$ cat src/rtl/multdiv_ctrl.sv
// Issue/retire controller between EX and the shared MultDiv unit.
// Owns HI/LO, runs MTHI/MTLO and feeds MFHI/MFLO read data.
module multdiv_ctrl #(
  parameter int TIMEOUT = 64,
  parameter int CNT_W   = 7
) (
  input  logic        clk,
  input  logic        rst,
  input  logic        ex_valid,
  input  logic [5:0]  ex_funct,
  input  logic [31:0] ex_op1,
  input  logic [31:0] ex_op2,
  input  logic        stall_all,
  output logic        stall_req,
  output logic [31:0] hilo_rdata,
  output logic [31:0] hi,
  output logic [31:0] lo,
  output logic [5:0]  md_funct,
  output logic [31:0] md_op1,
  output logic [31:0] md_op2,
  output logic        md_stall,
  input  logic        md_done,
  input  logic [63:0] md_result,
  output logic        div0,
  output logic        timeout_err
);

  localparam logic [5:0] F_MFHI  = 6'h10;
  localparam logic [5:0] F_MTHI  = 6'h11;
  localparam logic [5:0] F_MFLO  = 6'h12;
  localparam logic [5:0] F_MTLO  = 6'h13;
  localparam logic [5:0] F_MULT  = 6'h18;
  localparam logic [5:0] F_MULTU = 6'h19;
  localparam logic [5:0] F_DIV   = 6'h1a;
  localparam logic [5:0] F_DIVU  = 6'h1b;

  localparam logic [CNT_W-1:0] CNT_LAST = CNT_W'(TIMEOUT - 1);

  typedef enum logic [1:0] {
    IDLE,
    BUSY,
    DONE
  } state_e;

  state_e           state_q, state_d;
  logic [31:0]      hi_q, hi_d;
  logic [31:0]      lo_q, lo_d;
  logic [5:0]       funct_q, funct_d;
  logic [31:0]      op1_q, op1_d;
  logic [31:0]      op2_q, op2_d;
  logic [CNT_W-1:0] cnt_q, cnt_d;
  logic             div0_q, div0_d;
  logic             tout_q, tout_d;

  logic is_div;
  logic md_op;
  logic mt_op;
  logic accept;

  always_comb begin
    is_div = (ex_funct == F_DIV) || (ex_funct == F_DIVU);
    md_op  = ex_valid && ((ex_funct == F_MULT) ||
                          (ex_funct == F_MULTU) || is_div);
    mt_op  = ex_valid && ((ex_funct == F_MTHI) ||
                          (ex_funct == F_MTLO));
    accept = (state_q == IDLE) && !stall_all;
  end

  always_comb begin
    state_d   = state_q;
    hi_d      = hi_q;
    lo_d      = lo_q;
    funct_d   = funct_q;
    op1_d     = op1_q;
    op2_d     = op2_q;
    cnt_d     = cnt_q;
    div0_d    = 1'b0;
    tout_d    = 1'b0;
    stall_req = 1'b0;
    unique case (state_q)
      IDLE: begin
        if (accept && md_op) begin
          // Divide by zero retires at once without touching the unit.
          if (is_div && (ex_op2 == 32'd0)) begin
            div0_d  = 1'b1;
            state_d = DONE;
          end else begin
            funct_d   = ex_funct;
            op1_d     = ex_op1;
            op2_d     = ex_op2;
            cnt_d     = '0;
            state_d   = BUSY;
            stall_req = 1'b1;
          end
        end else if (accept && mt_op) begin
          if (ex_funct == F_MTHI) begin
            hi_d = ex_op1;
          end else begin
            lo_d = ex_op1;
          end
        end
      end
      BUSY: begin
        stall_req = !md_done;
        cnt_d     = cnt_q + CNT_W'(1);
        if (md_done) begin
          hi_d    = md_result[63:32];
          lo_d    = md_result[31:0];
          funct_d = 6'd0;
          state_d = stall_all ? DONE : IDLE;
        end else if (cnt_q == CNT_LAST) begin
          tout_d  = 1'b1;
          funct_d = 6'd0;
          state_d = DONE;
        end
      end
      DONE: begin
        // Retired op may still sit in EX; wait for it to leave.
        if (!stall_all) begin
          state_d = IDLE;
        end
      end
      default: begin
        state_d = IDLE;
      end
    endcase
  end

  always_ff @(posedge clk or negedge rst) begin
    if (!rst) begin
      state_q <= IDLE;
      hi_q    <= '0;
      lo_q    <= '0;
      funct_q <= '0;
      op1_q   <= '0;
      op2_q   <= '0;
      cnt_q   <= '0;
      div0_q  <= 1'b0;
      tout_q  <= 1'b0;
    end else begin
      state_q <= state_d;
      hi_q    <= hi_d;
      lo_q    <= lo_d;
      funct_q <= funct_d;
      op1_q   <= op1_d;
      op2_q   <= op2_d;
      cnt_q   <= cnt_d;
      div0_q  <= div0_d;
      tout_q  <= tout_d;
    end
  end

  assign hi          = hi_q;
  assign lo          = lo_q;
  assign hilo_rdata  = (ex_funct == F_MFHI) ? hi_q : lo_q;
  assign md_funct    = funct_q;
  assign md_op1      = op1_q;
  assign md_op2      = op2_q;
  assign md_stall    = stall_all;
  assign div0        = div0_q;
  assign timeout_err = tout_q;

  logic unused_mflo;
  assign unused_mflo = (F_MFLO == 6'd0);

endmodule

$ cat config.mk
export PLATFORM = sky130hd
export DESIGN_NAME = multdiv_ctrl
export DESIGN_NICKNAME = d
export VERILOG_FILES = /design/src/rtl/multdiv_ctrl.sv
export SDC_FILE = /design/constraint.sdc
export NUM_CORES = 1
export LEC_CHECK = 0
export ABC_AREA = 1
export CORE_MARGIN = 2
export CORE_UTILIZATION = 35
export CTS_BUF_LIST = sky130_fd_sc_hd__clkbuf_8
export DETAILED_ROUTE_END_ITERATION = 10
export DONT_BUFFER_PORTS = 1
export PLACE_DENSITY = 0.55
export SLEW_MARGIN = 20
export SYNTH_ARGS = -nofsm -noshare
export SYNTH_HDL_FRONTEND = slang
export SYNTH_SLANG_ARGS = --single-unit
$ cat constraint.sdc
create_clock -name clk -period 2.84 [get_ports clk]
set_input_delay 0.284 -clock clk [delete_from_list [all_inputs] [get_ports clk]]
set_output_delay 0.284 -clock clk [all_outputs]
set_load 0.005 [all_outputs]
==> results of run 1 <==
-- cell type report --
type | count | area (um2) | area share [%]
Clock inverter | 13 | 126 | 1.52
Tap cell | 265 | 332 | 4.00
Inverter | 83 | 312 | 3.76
Sequential cell | 145 | 3630 | 43.8
Clock buffer | 19 | 262 | 3.15
Timing Repair Buffer | 76 | 731 | 8.81
Multi-Input combinational cell | 629 | 2900 | 35.0
-- worst min path at each step --
stage | startpoint | to | slack, ps | cells after the start
after global routing | rst | md_op1[28] | -540 | 0
after detailed placement | rst | md_op1[28] | -7 | 0
after floorplan | rst | cnt_q[0] | -10 | 0
final | rst | md_op1[28] | -490 | 0
after global placement | rst | hi[24] | -6 | 0
after CTS | rst | md_op1[28] | -520 | 0
-- timing repair --
action,4_1_cts,5_1_grt
hold endpoints to repair,209,145
setup endpoints to repair,0,32
resized for setup,0,1
-- power by group through the flow --
| stage | clock [mW] | sequential [mW] | combinational, mW |
|---|---|---|---|
| global placement | 0 | 2.99 | 0.728 |
| finish | 1.62 | 2.94 | 0.828 |
| floorplan | 0 | 2.81 | 0.648 |
| CTS | 1.68 | 2.95 | 0.835 |
| detailed placement | 0 | 2.98 | 0.762 |
| global route | 1.78 | 3.00 | 0.955 |
-- registers in the layout, summed over array words and instances, names as in the netlist --
signal       cells
div0             1
cnt_q            7
hi              32
lo              32
md_funct         6
state_q          2
md_op1          32
timeout_err      1
md_op2          32
-- critical path: stages, from the launching register on --
cell     delay [ps]
dfrtp_1         460
nor2_4          110
nand2_1          70
nor2_1           40
nand2_1         100
nand2_2         110
nor2_4          710
nand2_4         460
nand2_1         180
nand2_1          60
-- cell usage in the layout (no fill, tap or decap), types with 12 or more instances in the layout --
cell type	count
nor2_1	28
inv_1	82
nand3_1	72
mux2_2	32
o21ai_1	57
clkbuf_8	19
dlygate4sd3_1	64
dfrtp_1	145
buf_4	12
nand2_1	401
-- metal layers --
| layer | up-vias | GRT usage [%] | share of wire, % |
|---|---|---|---|
| met5 | - | 0 | 0 |
| met4 | 0 | 8.04 | 2.6 |
| met3 | 41 | 5.92 | 6.8 |
| met2 | 237 | 33.9 | 48 |
| met1 | 2794 | 26.1 | 43 |
| li1 | 2919 | - | - |
-- cell families after synthesis --
logic type | count (synthesis)
AO/OA/AOI/OAI | 71
XOR/XNOR | 1
adder cells (fa/ha/maj) | 1
buffers and inverters | 130
flip-flops | 145
multiplexers | 32
AND/OR/NAND/NOR | 524
==> run summary, run 1 <==
- post-route non-filler standard cell count: 1230
- post-placement cell count: 1134
- main flop type after synthesis: dfrtp_1
- run status: complete, but fails checks
- part of the power in the clock network: 30.0%
- dominant cells by area after synthesis: dfrtp_1 (52%), nand2_1 (21%), nand3_1 (5.1%)
- Max Clock Skew: 14.4 ps
- initial cell density of the core: 35.9%
- Internal Dissipation: 3.64 mW
- CTS Root Buffer Type: clkbuf_8
- TritonCTS clock tree: yes
- main combinational cell family by area after synthesis: simple AND/OR/NAND/NOR gates
- relative area change from synthesis to final layout: 17.9%
- total clock buffers created by CTS: 17
- timing endpoint of the critical path: lo[15]
- Startpoint Class: register
- antenna-violating nets left: 0
- Simple-Gate Fraction of Synth Area: 30.4%
- part of the power in registers: 54.6%
- proportion of synthesized flip-flops having asynchronous set or reset: 100%
- worst min path class: input pin to async pin
- register clock-pin slew on the reported worst setup and hold paths: 90 ps
- # rows: 51
- Die Outline Area: 21200 um2
- post-synthesis adder-cell area fraction: 0.178%
- Critical Path Fanout Max: 33
- sum of negative setup slack: 0 ps
- cell taking the most area after synthesis: dfrtp_1
- number of primary I/O pins: 309
- multiplexer fraction of the synthesized cell area: 5.12%
- final antenna diode count: 0
- Critical R2R Launch: state_q[0]
- number of antenna violations at the first check in global routing: 0
- worst setup slack for register-to-register paths: 400 ps
- switching share of power: 32.4%
- Post-synth EDFFs: 0
- Max-cap violations: 0
- Static Leak: 4.41 nW
- vias: 5991
- largest net degree at the start of global routing: 146
- fraction of post-synthesis cell area in the top cell type by area: 51.6%
- Yosys reg bits: 145
- router iterations before antenna repair: 5
- Remaining Overflow, GRT: 0
- minimum setup slack in the final design: 398 ps
- share of the yosys chip area belonging to registers: 51.6%
- final setup violation count: 0
- final hold vios: 145
- width of the chip: 146 um
- synthesized cell area: 7030 um2
- maximum root-to-sink buffer count: 2
- number of DRC violations after detailed routing: 0
- relative max-transition margin: 37.4%
- number of hold buffers added after cts: 64
- Critical Path RT: 3180 ps
- DR WL/cell: 17.8 um
- Reg2Reg Depth: 9
- global-route usage over all layers: 20.8%
- Tightest Pin Transition: 936 ps
- Std-Cell Core Area: 19600 um2
- fraction of the cycle the final worst path needs: 86.0%
- vias per cell: 4.87
- Synth Warn #: 0
- final worst path period need: 2440 ps
- Sink Count: 145
- setup repair after global routing missed its margin: no
- Total Nets Final: 1092
- Placed Area: 7260 um2
- sum of routed wire length over all layers: 21900 um
- max-slew violations: 0
- first-iteration detailed-routing DRC count: 417
- net switching power: 1.75 mW
- worst-case hold slack: -487 ps
- part of the power in combinational logic: 15.4%
- most frequent cell after synthesis: nand2_1
- half-perimeter wire length after detailed placement: 14700 um
- complex-gate fraction of the synthesized area: 5.12%
- post-CTS setup buffer count: 0
- count of buffers from port buffering: 0
- failing checks: hold timing
- Achievable Freq: 410 MHz
- Worst R2R End: lo[15]
- Setup crit end kind: register
- global-route wire length before repair: 34500 um
- Overall Power: 5.39 mW
- CP Data Arrival Time: 2780 ps
- fill cell count: 2054
- post-place setup slack: 129 ps
- die height: 146 um
- vias in the first global route: 6014
- H-tree lvl count: 4
- post-synthesis share of cell area spent on xor and xnor gates: 0.125%
- final non-filler cell area: 8290 um2
- share of cells above drive strength 1: 9.33%
- Avg Inst Size Synth: 7.78 um2
- peak supply drop: 0.000243 V
- Syn Nets: 1044
- count of cell types in the netlist: 28
- crit path from: state_q[0]
- power per unit of standard cell area: 650 nW/um2
- Final GP Congestion: 0.780
- utilization of the core after routing: 42.3%
- clock latency on the worst-skew pair: 460 ps
- critical setup path kind: register to register
- cell count after synthesis: 904
- list of most frequent post-synthesis cells: nand2_1 (401), dfrtp_1 (145), inv_1 (81), nand3_1 (72), o21ai_1 (57)
Note: power is estimated with default switching activity, not from simulation.
==> run 2: changes to the inputs <==
Settings changed: ABC_AREA 1 to unset.
==> run 2 against run 1 <==
  * The run still ends with hold timing left
  * Via count decreased by 20%
  * Sequential power increased by 5%
  * Final cell count decreased by 25%
  * Largest cell class unchanged
  * Largest power group unchanged
==> run summary, run 2 <==
- Yosys reg bits: 145, unchanged
- sum of negative setup slack: 0 ps, unchanged
- number of hold buffers added after cts: 66, +3.1%
- TritonCTS clock tree: yes
- main flop type after synthesis: dfrtp_1
- clock latency on the worst-skew pair: 430 ps, -30 ps
- Startpoint Class: register
- initial cell density of the core: 36.0%, +0.059 points
- proportion of synthesized flip-flops having asynchronous set or reset: 100%, unchanged
- CP Data Arrival Time: 2150 ps, -630 ps
- antenna-violating nets left: 0, unchanged
- total clock buffers created by CTS: 17, unchanged
- most frequent cells in the layout: nand2_1 (169), dfrtp_1 (145), mux2_2 (113)
- minimum setup slack in the final design: 403 ps, +5.03 ps
- router iterations before antenna repair: 5, unchanged
- H-tree lvl count: 4, unchanged
- Syn Nets: 724, -31%
- final setup violation count: 0, unchanged
- Static Leak: 3.71 nW, -16%
- die height: 143 um, -1.8%
- final worst path period need: 2440 ps, -5.02 ps
- dominant cells by area after synthesis: dfrtp_1 (54%), mux2_2 (19%), nand2_1 (9.4%)
- cell taking the most area after synthesis: dfrtp_1
- fill cell count: 1774, -14%
- count of buffers from port buffering: 0, unchanged
- critical setup path kind: register to output pin
- Achievable Freq: 410 MHz, +0.21%
- post-place setup slack: 627 ps, +498 ps
- Total Nets Final: 786, -28%
- Remaining Overflow, GRT: 0, unchanged
- sum of routed wire length over all layers: 18400 um, -16%
- Max-cap violations: 0, unchanged
- final hold vios: 145, unchanged
- relative max-transition margin: 59.5%, +22 points
- share of cells above drive strength 1: 24.6%, +15 points
- DR WL/cell: 20.0 um, +12%
- post-CTS setup buffer count: 0, unchanged
- Avg Inst Size Synth: 11.6 um2, +49%
- Max Clock Skew: 10.2 ps, -4.27 ps
- maximum root-to-sink buffer count: 2, unchanged
- failing checks: hold timing
- fraction of post-synthesis cell area in the top cell type by area: 53.6%, +2.0 points
- most common cell after layout, fill and taps aside: nand2_1
- Sink Count: 145, unchanged
- register clock-pin slew on the reported worst setup and hold paths: 80 ps, about the same
- Synth Warn #: 0, unchanged
- number of primary I/O pins: 309, unchanged
- worst-case hold slack: -464 ps, +22.8 ps
- Setup crit end kind: output pin
- Critical Path RT: 2560 ps, -620 ps
- Post-synth EDFFs: 0, unchanged
- synthesized cell area: 6770 um2, -3.7%
- Die Outline Area: 20500 um2, -3.6%
- count of cell types in the netlist: 42, +50%
- relative area change from synthesis to final layout: 20.2%
- vias: 4810, -20%
- width of the chip: 143 um, -1.8%
- Overall Power: 5.54 mW, +2.9%
- number of antenna violations at the first check in global routing: 0, unchanged
- max-slew violations: 0, unchanged
- cell count after synthesis: 584, -35%
- # rows: 50, -2.0%
- Tightest Pin Transition: 607 ps, -328 ps
- peak supply drop: 0.000341 V, +40%
- Std-Cell Core Area: 18800 um2, -3.9%
- global-route wire length before repair: 27600 um, -20%
- most frequent cell after synthesis: nand2_1
- power per unit of standard cell area: 681 nW/um2, +4.8%
- largest net degree at the start of global routing: 146, unchanged
- worst min path class: input pin to async pin
- number of DRC violations after detailed routing: 0, unchanged
- global-route usage over all layers: 17.6%, -3.2 points
- first-iteration detailed-routing DRC count: 218, -48%
- Final GP Congestion: 0.821, +5.2%
- run status: complete, but fails checks
- Critical Path Fanout Max: 50, +52%
- share of the yosys chip area belonging to registers: 53.6%, +2.0 points
- vias per cell: 5.24, +7.6%
- final antenna diode count: 0, unchanged
- setup repair after global routing missed its margin: no
- post-cts resize count: 0, unchanged
- half-perimeter wire length after detailed placement: 12500 um, -15%
- fraction of the cycle the final worst path needs: 85.8%, -0.18 points
- CTS Root Buffer Type: clkbuf_8
- list of most frequent post-synthesis cells: nand2_1 (169), dfrtp_1 (145), mux2_2 (113), mux2_1 (47)
- vias in the first global route: 5212, -13%
==> run 2: cell types whose count changed after synthesis, sizes merged, moves of 5 or more <==
cell and change:
mux2 +128, nand2 -235, o21ai -59, nand3 -73
nor2 -26, nand4 -5, buf -11, nor4 +9
inv -78
==> run 2: power breakdown <==
group / switching [mW] / internal, mW / leakage (nW)
combinational: 0.308 / 0.526 / 1.67
sequential: 0.514 / 2.57 / 1.84
clock: 0.764 / 0.863 / 0.201
total: 1.59 / 3.96 / 3.71
==> run 2: cell families (layout without fill, tap and decap cells) <==
family / after synthesis / after routing / synth area share [%]
AO/OA/AOI/OAI: 27 / 27 / 2.97
buffers and inverters: 38 / 112 / 2.88
XOR/XNOR: 5 / 5 / 0.647
AND/OR/NAND/NOR: 208 / 208 / 13.1
adder cells (fa/ha/maj): 1 / 1 / 0.185
flip-flops: 145 / 145 / 53.6
multiplexers: 160 / 160 / 26.6
==> run 2: through the flow <==
step / std cells / cell area, um2 / hold WS [ps] / utilization (%)
6_report: 918 / 8140 / -464 / 43.2
3_3_place_gp: 821 / 7080 / -8.74 / 37.6
3_5_place_dp: 821 / 7080 / -8.69 / 37.6
2_1_floorplan: 584 / 6770 / -11.6 / -
5_1_grt: 918 / 8140 / -516 / 43.2
4_1_cts: 918 / 8140 / -498 / 43.2
==> run 2: final timing paths <==
kind | cells past startpoint | slack, ps | endpoint | startpoint
setup reg to reg | 5 | 580 | lo[31] | state_q[0]
hold / removal | 0 | -460 | md_op2[0] | rst
min in group clk | 3 | 90 | hi[24] | md_result[56]
max in group asynchronous | 0 | 3120 | lo[16] | rst
hold reg to reg | 1 | 520 | md_funct[3] | md_funct[3]
setup / recovery | 4 | 400 | stall_req | state_q[1]
==> run 2: area by class of cell <==
cell class	count	area [um2]	area share, %
clock buffer	21	289	3.55
clock inverter	10	110	1.35
inverter	5	18.8	0.231
multi-input combinational	401	3000	36.8
sequential	145	3630	44.6
tap	260	325	4.00
timing repair buffer	76	773	9.50
==> run 2: layer usage <==
metal / wire [um] / part of all wire (%) / GRT usage [%] / vias to the layer above
met1: 7090 / 39 / 19.5 / 2430
met2: 9630 / 52 / 30.9 / 226
met5: 0 / 0 / 0 / -
met4: 386 / 2.1 / 7.50 / 0
met3: 1300 / 7.1 / 5.53 / 21
li1: - / - / - / 2133
==> run 2: worst max-delay path, stage by stage, from the launching register on <==
cell     delay (ps)
dfrtp_1         600
nor4_2          580
o31ai_4         170
buf_12          220
o21ai_1         140
